### src/rtl/alu_issue_ctrl.sv
// Issue sequencer for the ALU: accepts one decoded MIPS instruction, drives the ALU for one cycle, returns a writeback/branch response.
// Latency: accept at edge N, EXEC in cycle N+1, rsp_valid_o from cycle N+2; minimum issue interval 3 cycles.
// Backpressure: instr_ready_o is high only in IDLE; the response is held in RESP until rsp_ready_i.
//
// Ports:
//   clk_i, rst_i                   clock and async active-low reset
//   instr_valid_i / instr_ready_o  instruction handshake (instr_i, pc_i, rs_data_i, rt_data_i)
//   alu_src1_o, alu_src2_o, alu_ctrl_o  ALU drive, valid only in EXEC
//   alu_result_i, alu_zero_i       combinational ALU return, captured at the end of EXEC
//   rsp_valid_o / rsp_ready_i      response handshake (wb_*, branch_*, illegal_o)
module alu_issue_ctrl (
   input  logic        clk_i,
   input  logic        rst_i,
   input  logic        instr_valid_i,
   output logic        instr_ready_o,
   input  logic [31:0] instr_i,
   input  logic [31:0] pc_i,
   input  logic [31:0] rs_data_i,
   input  logic [31:0] rt_data_i,
   output logic [31:0] alu_src1_o,
   output logic [31:0] alu_src2_o,
   output logic [3:0]  alu_ctrl_o,
   input  logic [31:0] alu_result_i,
   input  logic        alu_zero_i,
   output logic        rsp_valid_o,
   input  logic        rsp_ready_i,
   output logic        wb_we_o,
   output logic [4:0]  wb_reg_o,
   output logic [31:0] wb_data_o,
   output logic        branch_o,
   output logic        branch_taken_o,
   output logic [31:0] branch_target_o,
   output logic        illegal_o
);

   typedef enum logic [1:0] {IDLE, EXEC, RESP} state_t;

   typedef struct packed {
      logic [3:0]  ctrl;
      logic [31:0] src1;
      logic [31:0] src2;
      logic [4:0]  wb_reg;
      logic        wb_we;
      logic        branch;
      logic        illegal;
      logic [31:0] target;
   } dec_t;

   state_t state_q, state_d;
   logic   accept;
   dec_t   dec_d, dec_q;
   logic [31:0] result_q;
   logic        zero_q;

   // Instruction fields
   logic [5:0]  opcode;
   logic [4:0]  rt_f, rd_f, shamt;
   logic [5:0]  funct;
   logic [15:0] imm;
   logic [31:0] imm_sext, imm_zext;
   logic        wr_en;
   logic        unused_rs_field;

   assign opcode   = instr_i[31:26];
   assign rt_f     = instr_i[20:16];
   assign rd_f     = instr_i[15:11];
   assign shamt    = instr_i[10:6];
   assign funct    = instr_i[5:0];
   assign imm      = instr_i[15:0];
   assign imm_sext = {{16{imm[15]}}, imm};
   assign imm_zext = {16'h0000, imm};
   // Register numbers are resolved upstream; only the operand data arrive here.
   assign unused_rs_field = &{1'b0, instr_i[25:21]};

   // ---------------- FSM ----------------
   always_ff @(posedge clk_i or negedge rst_i) begin
      if (!rst_i) state_q <= IDLE;
      else        state_q <= state_d;
   end

   always_comb begin
      state_d       = state_q;
      instr_ready_o = 1'b0;
      rsp_valid_o   = 1'b0;
      accept        = 1'b0;
      case (state_q)
         IDLE: begin
            instr_ready_o = 1'b1;
            if (instr_valid_i) begin
               accept  = 1'b1;
               state_d = EXEC;
            end
         end
         EXEC: state_d = RESP;
         RESP: begin
            rsp_valid_o = 1'b1;
            if (rsp_ready_i) state_d = IDLE;
         end
         default: state_d = IDLE;
      endcase
   end

   // ---------------- Decode ----------------
   always_comb begin
      dec_d         = '0;
      wr_en         = 1'b0;
      dec_d.src1    = rs_data_i;
      dec_d.src2    = rt_data_i;
      dec_d.wb_reg  = rt_f;
      // Offset is sign-extended to 32 bits, then shifted; the sum wraps.
      dec_d.target  = pc_i + 32'd4 + {imm_sext[29:0], 2'b00};
      case (opcode)
         6'h00: begin
            dec_d.wb_reg = rd_f;
            wr_en        = 1'b1;
            case (funct)
               6'h24: dec_d.ctrl = 4'b0000;
               6'h25: dec_d.ctrl = 4'b0001;
               6'h20: dec_d.ctrl = 4'b0010;
               6'h22: dec_d.ctrl = 4'b0110;
               6'h2A: dec_d.ctrl = 4'b0111;
               6'h03: begin
                  dec_d.ctrl = 4'b1000;
                  dec_d.src1 = {27'd0, shamt};
               end
               6'h07: dec_d.ctrl = 4'b1001;
               default: begin
                  dec_d.illegal = 1'b1;
                  wr_en         = 1'b0;
               end
            endcase
         end
         6'h08: begin dec_d.ctrl = 4'b0010; dec_d.src2 = imm_sext; wr_en = 1'b1; end
         6'h0A: begin dec_d.ctrl = 4'b0111; dec_d.src2 = imm_sext; wr_en = 1'b1; end
         6'h0D: begin dec_d.ctrl = 4'b0001; dec_d.src2 = imm_zext; wr_en = 1'b1; end
         6'h0F: begin dec_d.ctrl = 4'b0101; dec_d.src2 = imm_zext; wr_en = 1'b1; end
         6'h04: begin dec_d.ctrl = 4'b0011; dec_d.branch = 1'b1; end
         6'h05: begin dec_d.ctrl = 4'b0100; dec_d.branch = 1'b1; end
         default: dec_d.illegal = 1'b1;
      endcase
      // Writes to r0 are discarded.
      dec_d.wb_we = wr_en & (dec_d.wb_reg != 5'd0);
   end

   // ---------------- Datapath registers ----------------
   always_ff @(posedge clk_i or negedge rst_i) begin
      if (!rst_i) begin
         dec_q    <= '0;
         result_q <= '0;
         zero_q   <= 1'b0;
      end else begin
         if (accept) dec_q <= dec_d;
         if (state_q == EXEC) begin
            result_q <= alu_result_i;
            zero_q   <= alu_zero_i;
         end
      end
   end

   assign alu_ctrl_o      = dec_q.ctrl;
   assign alu_src1_o      = dec_q.src1;
   assign alu_src2_o      = dec_q.src2;
   assign wb_we_o         = dec_q.wb_we;
   assign wb_reg_o        = dec_q.wb_reg;
   assign wb_data_o       = result_q;
   assign branch_o        = dec_q.branch;
   // The ALU encodings for BEQ/BNE make zero=1 exactly when the branch is taken.
   assign branch_taken_o  = zero_q;
   assign branch_target_o = dec_q.target;
   assign illegal_o       = dec_q.illegal;

endmodule

### config.mk
export PLATFORM = sky130hd
export DESIGN_NAME = alu_issue_ctrl
export DESIGN_NICKNAME = d
export VERILOG_FILES = /design/src/rtl/alu_issue_ctrl.sv
export SDC_FILE = /design/constraint.sdc
export NUM_CORES = 1
export LEC_CHECK = 0
export ABC_CLOCK_PERIOD_IN_PS = 1700
export CORE_MARGIN = 2
export CORE_UTILIZATION = 28
export CTS_BUF_LIST = sky130_fd_sc_hd__clkbuf_8 sky130_fd_sc_hd__clkbuf_16
export DETAILED_ROUTE_END_ITERATION = 16
export MAX_ROUTING_LAYER = met4
export SETUP_SLACK_MARGIN = 0.2
export SLEW_MARGIN = 20
export SYNTH_ARGS = -nofsm -noshare
export SYNTH_HDL_FRONTEND = slang
export SYNTH_SLANG_ARGS = --single-unit
### constraint.sdc
create_clock -name clk_i -period 1.7 [get_ports clk_i]
set_clock_uncertainty 0.2 [all_clocks]
set_input_delay 0.425 -clock clk_i [delete_from_list [all_inputs] [get_ports clk_i]]
set_output_delay 0.425 -clock clk_i [all_outputs]
set_load 0.01 [all_outputs]
==> results of run 1 <==
## power by group
group          switching, mW  internal (mW)  total, mW
registers               1.18           5.01       6.19
logic                   6.66           8.77       15.4
clock network           1.75           2.07       3.82
total                   9.59           15.8       25.4
## state kept, by name, summed over array words and instances (netlist names)
signal and count:
alu_src1_o 32, alu_src2_o 32, branch_target_o 32, wb_data_o 32, wb_reg_o 5, alu_ctrl_o 4
state_q 2, branch_o 1, branch_taken_o 1, illegal_o 1, wb_we_o 1
## cells in the mapped netlist (all sizes together) (3+ instances only)
cell type / instances
nand2: 156
dfrtp: 143
o21ai: 103
ha: 57
a21oi: 55
clkbuf: 39
mux2: 33
nor2: 30
mux2i: 27
nand3: 23
nor3: 19
a21o: 15
inv: 11
buf: 10
nand4: 10
o31ai: 10
o21a: 8
xor2: 7
xnor2: 6
a31oi: 5
and3: 5
nand2b: 5
a211oi: 4
a21boi: 4
a22o: 4
and2: 4
nor2b: 4
o2111ai: 4
o211ai: 4
or2: 4
o21bai: 3
o311ai: 3
## final timing paths
path / start / end / slack [ps]
max reg2reg: state_q[1] / branch_target_o[8] / -90
max in group asynchronous: rst_i / state_q[1] / 490
min in group asynchronous: rst_i / alu_src2_o[19] / 230
min reg2reg: alu_src1_o[6] / alu_src1_o[6] / 290
min: instr_i[0] / branch_target_o[2] / 160
max: instr_i[1] / branch_target_o[29] / -780
## stage by stage
stage | instance area, sq um | cells | power [mW] | utilization
2_1_floorplan | 9062 | 845 | 10.05 | -
3_3_place_gp | 13380 | 1624 | 15.53 | 0.4789
3_5_place_dp | 13380 | 1624 | 15.67 | 0.4789
4_1_cts | 15790 | 1747 | 22.29 | 0.5652
5_1_grt | 17330 | 1842 | 26.57 | 0.6204
6_report | 17330 | 1842 | 25.44 | 0.6204
## area by class of cell
cell class                 count  area, sq um  share of cell area
sequential                   143         3580              0.2066
multi-input combinational    643         6346              0.3662
timing repair buffer         631         6290              0.3630
tap                          378        473.0             0.02729
clock inverter                14        151.4            0.008736
inverter                      11        51.30            0.002960
clock buffer                  17        425.4             0.02455
antenna                        5        12.51           0.0007220
## critical path: stages
cell and delay [ps]:
buf_6 100, ha_4 260, ha_4 120, inv_2 40
fa_2 350, and2b_2 300, o2111a_2 250, o21ai_4 100
buf_4 160, a2111oi_4 320, o21ai_1 100, o311ai_1 70
## cell usage in the layout (no fill, tap or decap), types with 10 or more instances in the layout
cell type        synthesis  routed
clkbuf_16                0      21
buf_12                   0      26
a21o_1                  15      15
nand2_1                156      62
o21ai_1                  4      27
nand2_4                  0      69
dlygate4sd2_1            0      12
a21oi_2                  0      27
buf_2                    4      82
nand3_1                 23      19
nor2_1                  30      22
a21oi_1                 55      21
buf_6                    3     107
nor3_1                  17      13
nand2_2                  0      24
o21ai_2                  0      64
buf_16                   0      31
buf_4                    0     243
dfrtp_1                143     142
clkdlybuf4s50_1          0     111
o21ai_0                 99      10
nand4_1                 10      10
ha_4                     0      53
mux2i_1                 27      25
mux2_4                   0      28
## repair_timing
| item | in CTS | in global routing |
|---|---|---|
| resized for setup | 1060 | 198 |
| buffers inserted | 61 | 86 |
| pin swaps | 121 | 98 |
| hold buffers | 1 | 0 |
| gates cloned | 30 | 4 |
| endpoints found under the hold margin | 143 | 0 |
| endpoints found under the setup margin | 284 | 285 |
## cells by family (layout without fill, tap and decap cells)
logic type	after synthesis	in the layout	share of synthesized area
AO/OA/AOI/OAI	238	238	0.1789
XOR/XNOR	13	13	0.01427
adder cells (fa/ha/maj)	58	58	0.09186
buffers and inverters	60	673	0.03214
flip-flops	143	143	0.4483
multiplexers	60	60	0.08042
other	0	5	0
AND/OR/NAND/NOR	273	274	0.1541
## metal layers
layer | up-vias | track usage | routed length, um
li1 | 4273 | - | -
met1 | 4522 | 0.3055 | 15910
met2 | 294 | 0.3953 | 18960
met3 | 80 | 0.04705 | 2014
met4 | 0 | 0.08404 | 1644
met5 | - | - | 0
==> flow_summary.yaml, run 1 <==
placed_design:
  dp_slack_ps: -1645
  place_congestion: 0.9223
  port-buffer-count: 302
  hpwl_mm: 24.12
global_route:
  grt_overflow: 0
  grt_use_total: 0.2442
  grt_max_degree: 58
  grt_pass1_wl_mm: 54.30
  first_global_vias: 8764
  antenna_found_initial: 6
timing:
  setup_violations: 131
  hold_viol: 0
  rsz0062_at_grt: "true"
  worstMarginPinSlew_ps: 454.9
  drv_slew: 0
  period_share: 1.457
  finalCriticalPeriod_ps: 2476
  tns_ps: -19060
  layout_setup_ws_ps: -776.3
  clock.fmax_mhz: 403.8
  hold_ws_ps: 159.5
  max-slew-margin-rel: 0.6967
cts:
  cts_made_buffers: 17
  cts.clk_slew.worst_paths_ps: 70
  cts_root_buffer: "clkbuf_16"
  cts_tree: "done"
  clkLatencyLatePin_ps: 410
  h-tree-depth: 4
  clkSinkCount: 143
  clockBufferDepth: 2
finish:
  syn_to_final_growth_pct: 117.1
  final_layout_size_suffix_gt1_frac: 0.6032
  nFillCells: 2168
  nNetsFinal: 1670
yosys:
  synth_nets: 1068
  synth_edf_count: 0
  synth_cells: 845
  synth_top_cell_by_area: "dfrtp_1"
  synthTopCellsByArea: "dfrtp_1 (45%), ha_1 (8.9%), nand2_1 (7.3%)"
  synth-seq-cells: 143
  yosysWarnings: 0
  ys_seq_area_frac: 0.4483
  synthArstFlopShare: 1.000
  synth_ff_type: "dfrtp_1"
  avgSynthCellArea_sq_um: 9.445
  yosys.area.top_type_share: 0.4483
  yosysUniqueCellTypes: 63
  syn-cell-area_sq_um: 7981
detailed_routing:
  drc: 0
  ant_nets: 0
  routed_wl_mm: 38.52
  num_vias: 9169
  post_drt_wl_per_cell_um: 20.91
  drt-initial-drc-count: 616
  drt-vias-per-instance: 4.978
  firstDrtPassIters: 5
worst_setup_path:
  worstPathMaxFanout: 5
  cp.arrival_ps: 2600
  rr_worst_depth: 9
  end_kind: "register"
  crit_required_ps: 1820
  critPathKind: "primary input to register"
  cp-start-kind: "primary input"
power_and_ir_drop:
  ir_worst_vdd_uv: 777.0
  p_leak_nw: 8.044
  powerDensity_nw_per_um2: 1468
outcome:
  status: "complete, but fails checks"
  violations: "negative setup slack"
floorplanning:
  die_h_um: 172.8
  row_count: 61
  start_util: 0.2857
  dieArea_sq_um: 29870
  die-width_um: 172.8
  core_sq_um: 27930
  ios: 308
min_path:
  min_path_type: "primary input to register"
  worstHoldPathCells: 4
job:
  cap_violations: 0
Note: power is estimated with default switching activity, not from simulation.
==> run 2: changes to the inputs <==
--- a/config.mk
+++ b/config.mk
@@ -5,7 +5,7 @@
 export SDC_FILE = /design/constraint.sdc
 export NUM_CORES = 1
 export LEC_CHECK = 0
-export ABC_CLOCK_PERIOD_IN_PS = 1700
+export ABC_CLOCK_PERIOD_IN_PS = 2300
 export CORE_MARGIN = 2
 export CORE_UTILIZATION = 28
 export CTS_BUF_LIST = sky130_fd_sc_hd__clkbuf_8 sky130_fd_sc_hd__clkbuf_16
==> constraint.sdc (replaced) <==
create_clock -name clk_i -period 2.3 [get_ports clk_i]
set_clock_uncertainty 0.2 [all_clocks]
set_input_delay 0.575 -clock clk_i [delete_from_list [all_inputs] [get_ports clk_i]]
set_output_delay 0.575 -clock clk_i [all_outputs]
set_load 0.01 [all_outputs]
==> flow_summary.yaml, run 2 (synthesis gave the netlist of run 1 again) <==
timing:
  clock.fmax_mhz: 395.8
  hold_viol: 0
  drv_slew: 0
  setup_violations: 18
  worstMarginPinSlew_ps: 469.7
  layout_setup_ws_ps: -226.6
  rsz0062_at_grt: "true"
  period_share: 1.099
  max-slew-margin-rel: 0.6869
  finalCriticalPeriod_ps: 2527
worst_setup_path:
  cp-start-kind: "primary input"
  end_kind: "register"
  crit_top_cell: "ha_4"
  worstPathCellList: "buf_6, ha_4, ha_4, inv_2, fa_2, and2b_2, o2111a_2, o21ai_4, a211oi_2, mux2i_1, o311ai_1"
  worstPathMaxFanout: 4
  critPathKind: "primary input to register"
  crit_slowest_cell: "fa_2"
  cp.arrival_ps: 2630
  crit_required_ps: 2400
  critPathMaxStageDelay_ps: 340
cts:
  cts_made_buffers: 17
  cts.clk_slew.worst_paths_ps: 70
  cts_root_buffer: "clkbuf_16"
  clkSinkCount: 143
  clockBufferDepth: 2
  cts_tree: "done"
  clkLatencyLatePin_ps: 420
  h-tree-depth: 4
floorplanning:
  start_util: 0.2857
  dieArea_sq_um: 29870
  core_sq_um: 27930
  row_count: 61
  ios: 308
  die_h_um: 172.8
  die-width_um: 172.8
global_route:
  grt_max_degree: 92
  grt_use_total: 0.2047
  grt_pass1_wl_mm: 47.00
  grt_overflow: 0
  first_global_vias: 8264
  antenna_found_initial: 1
finish:
  syn_to_final_growth_pct: 81.72
  layout_commonest_cell: "nand2_1"
  nNetsFinal: 1513
  fin_util: 0.5192
  multiInputGateArea_sq_um: 5358
  final_cell_mix: "nand2_1 (149), dfrtp_1 (143), buf_4 (140)"
  nFillCells: 2580
  final_layout_size_suffix_gt1_frac: 0.3131
  regArea_sq_um: 3578
min_path:
  min_path_type: "register to register"
placed_design:
  hpwl_mm: 22.15
  port-buffer-count: 302
  dp_slack_ps: -1144
  place_congestion: 0.8565
power_and_ir_drop:
  ir_worst_vdd_uv: 564.6
  p_leak_nw: 6.770
  powerDensity_nw_per_um2: 924.9
detailed_routing:
  ant_nets: 0
  drt-initial-drc-count: 508
  drc: 0
  routed_wl_mm: 29.66
  num_vias: 8101
  firstDrtPassIters: 5
  drt-vias-per-instance: 4.816
  post_drt_wl_per_cell_um: 17.64
job:
  cap_violations: 0
outcome:
  status: "complete, but fails checks"
  violations: "negative setup slack"
## run 2: cell count changes in the layout (fill, tap and decap cells not counted), moves of 46 or more
| cell | change |
|---|---|
| buf_6 | -82 |
| buf_2 | -68 |
| buf_4 | -103 |
| o21ai_0 | +46 |
| o21ai_2 | -62 |
| nand2_4 | -65 |
| dlygate4sd2_1 | +113 |
| nand2_1 | +87 |
## run 2: what timing repair did
item,4_1_cts,5_1_grt
pin swaps,88,50
hold buffers,1,0
gates resized for setup,354,67
buffers inserted,27,13
gates cloned,2,0
endpoints found under the setup margin,172,70
endpoints found under the hold margin,40,0
## run 2: metal layers
metal  track usage  share of wire
met5             -              0
met4       0.05756          0.020
met3       0.03672          0.045
met2        0.3320           0.48
met1        0.2623           0.45
## run 2: final timing paths
kind	from	depth (start not counted)	slack [ps]	to
max in group asynchronous	rst_i	3	800	alu_src1_o[28]
max reg2reg	state_q[1]	5	560	illegal_o
min reg2reg	branch_target_o[8]	2	270	branch_target_o[8]
max	instr_i[1]	11	-230	branch_target_o[25]
min	branch_target_o[8]	2	270	branch_target_o[8]
min in group asynchronous	rst_i	2	450	alu_src2_o[22]
## run 2: report_power, final
group / internal [mW] / total, mW / switching [mW]
combinational: 3.22 / 6.37 / 3.15
clock: 1.52 / 2.75 / 1.23
sequential: 3.69 / 4.29 / 0.597
total: 8.43 / 13.4 / 4.98
## run 2: layout make-up
cell class	count	area share
Sequential cell	143	0.2467
Antenna cell	1	0.0001725
Timing Repair Buffer	475	0.3085
Clock inverter	15	0.01009
Clock buffer	17	0.02933
Tap cell	378	0.03261
Multi-Input combinational cell	642	0.3694
Inverter	11	0.003192
## run 2: metrics by stage
step                      cell area, sq um  hold WS (ps)  power, mW  std cells  setup TNS (ps)
after floorplan                       8657         79.41      7.178        845           -4855
after global placement               12980         258.2      10.98       1606          -32770
after detailed placement             12980         267.1      11.11       1606          -33970
after CTS                            14240         276.8      13.55       1668           -1958
after global routing                 14500         297.7      14.32       1682           -2930
final                                14500         270.5      13.41       1682           -1886
## run 2: worst max-delay path, delay by kind of cell
kind	cells	cell delay [ps]
AO/OA/AOI/OAI	4	700
adder cells (fa/ha/maj)	3	720
buffers and inverters	2	130
multiplexers	1	210
AND/OR/NAND/NOR	1	280
==> run 3: changes to the inputs <==
--- a/config.mk
+++ b/config.mk
@@ -9,6 +9,7 @@
 export CORE_MARGIN = 2
 export CORE_UTILIZATION = 28
 export CTS_BUF_LIST = sky130_fd_sc_hd__clkbuf_8 sky130_fd_sc_hd__clkbuf_16
+export CTS_CLUSTER_SIZE = 25
 export DETAILED_ROUTE_END_ITERATION = 16
 export MAX_ROUTING_LAYER = met4
 export SETUP_SLACK_MARGIN = 0.2
==> results of run 3 <==
Final layout, timing and power as in run 2 (identical DEF).
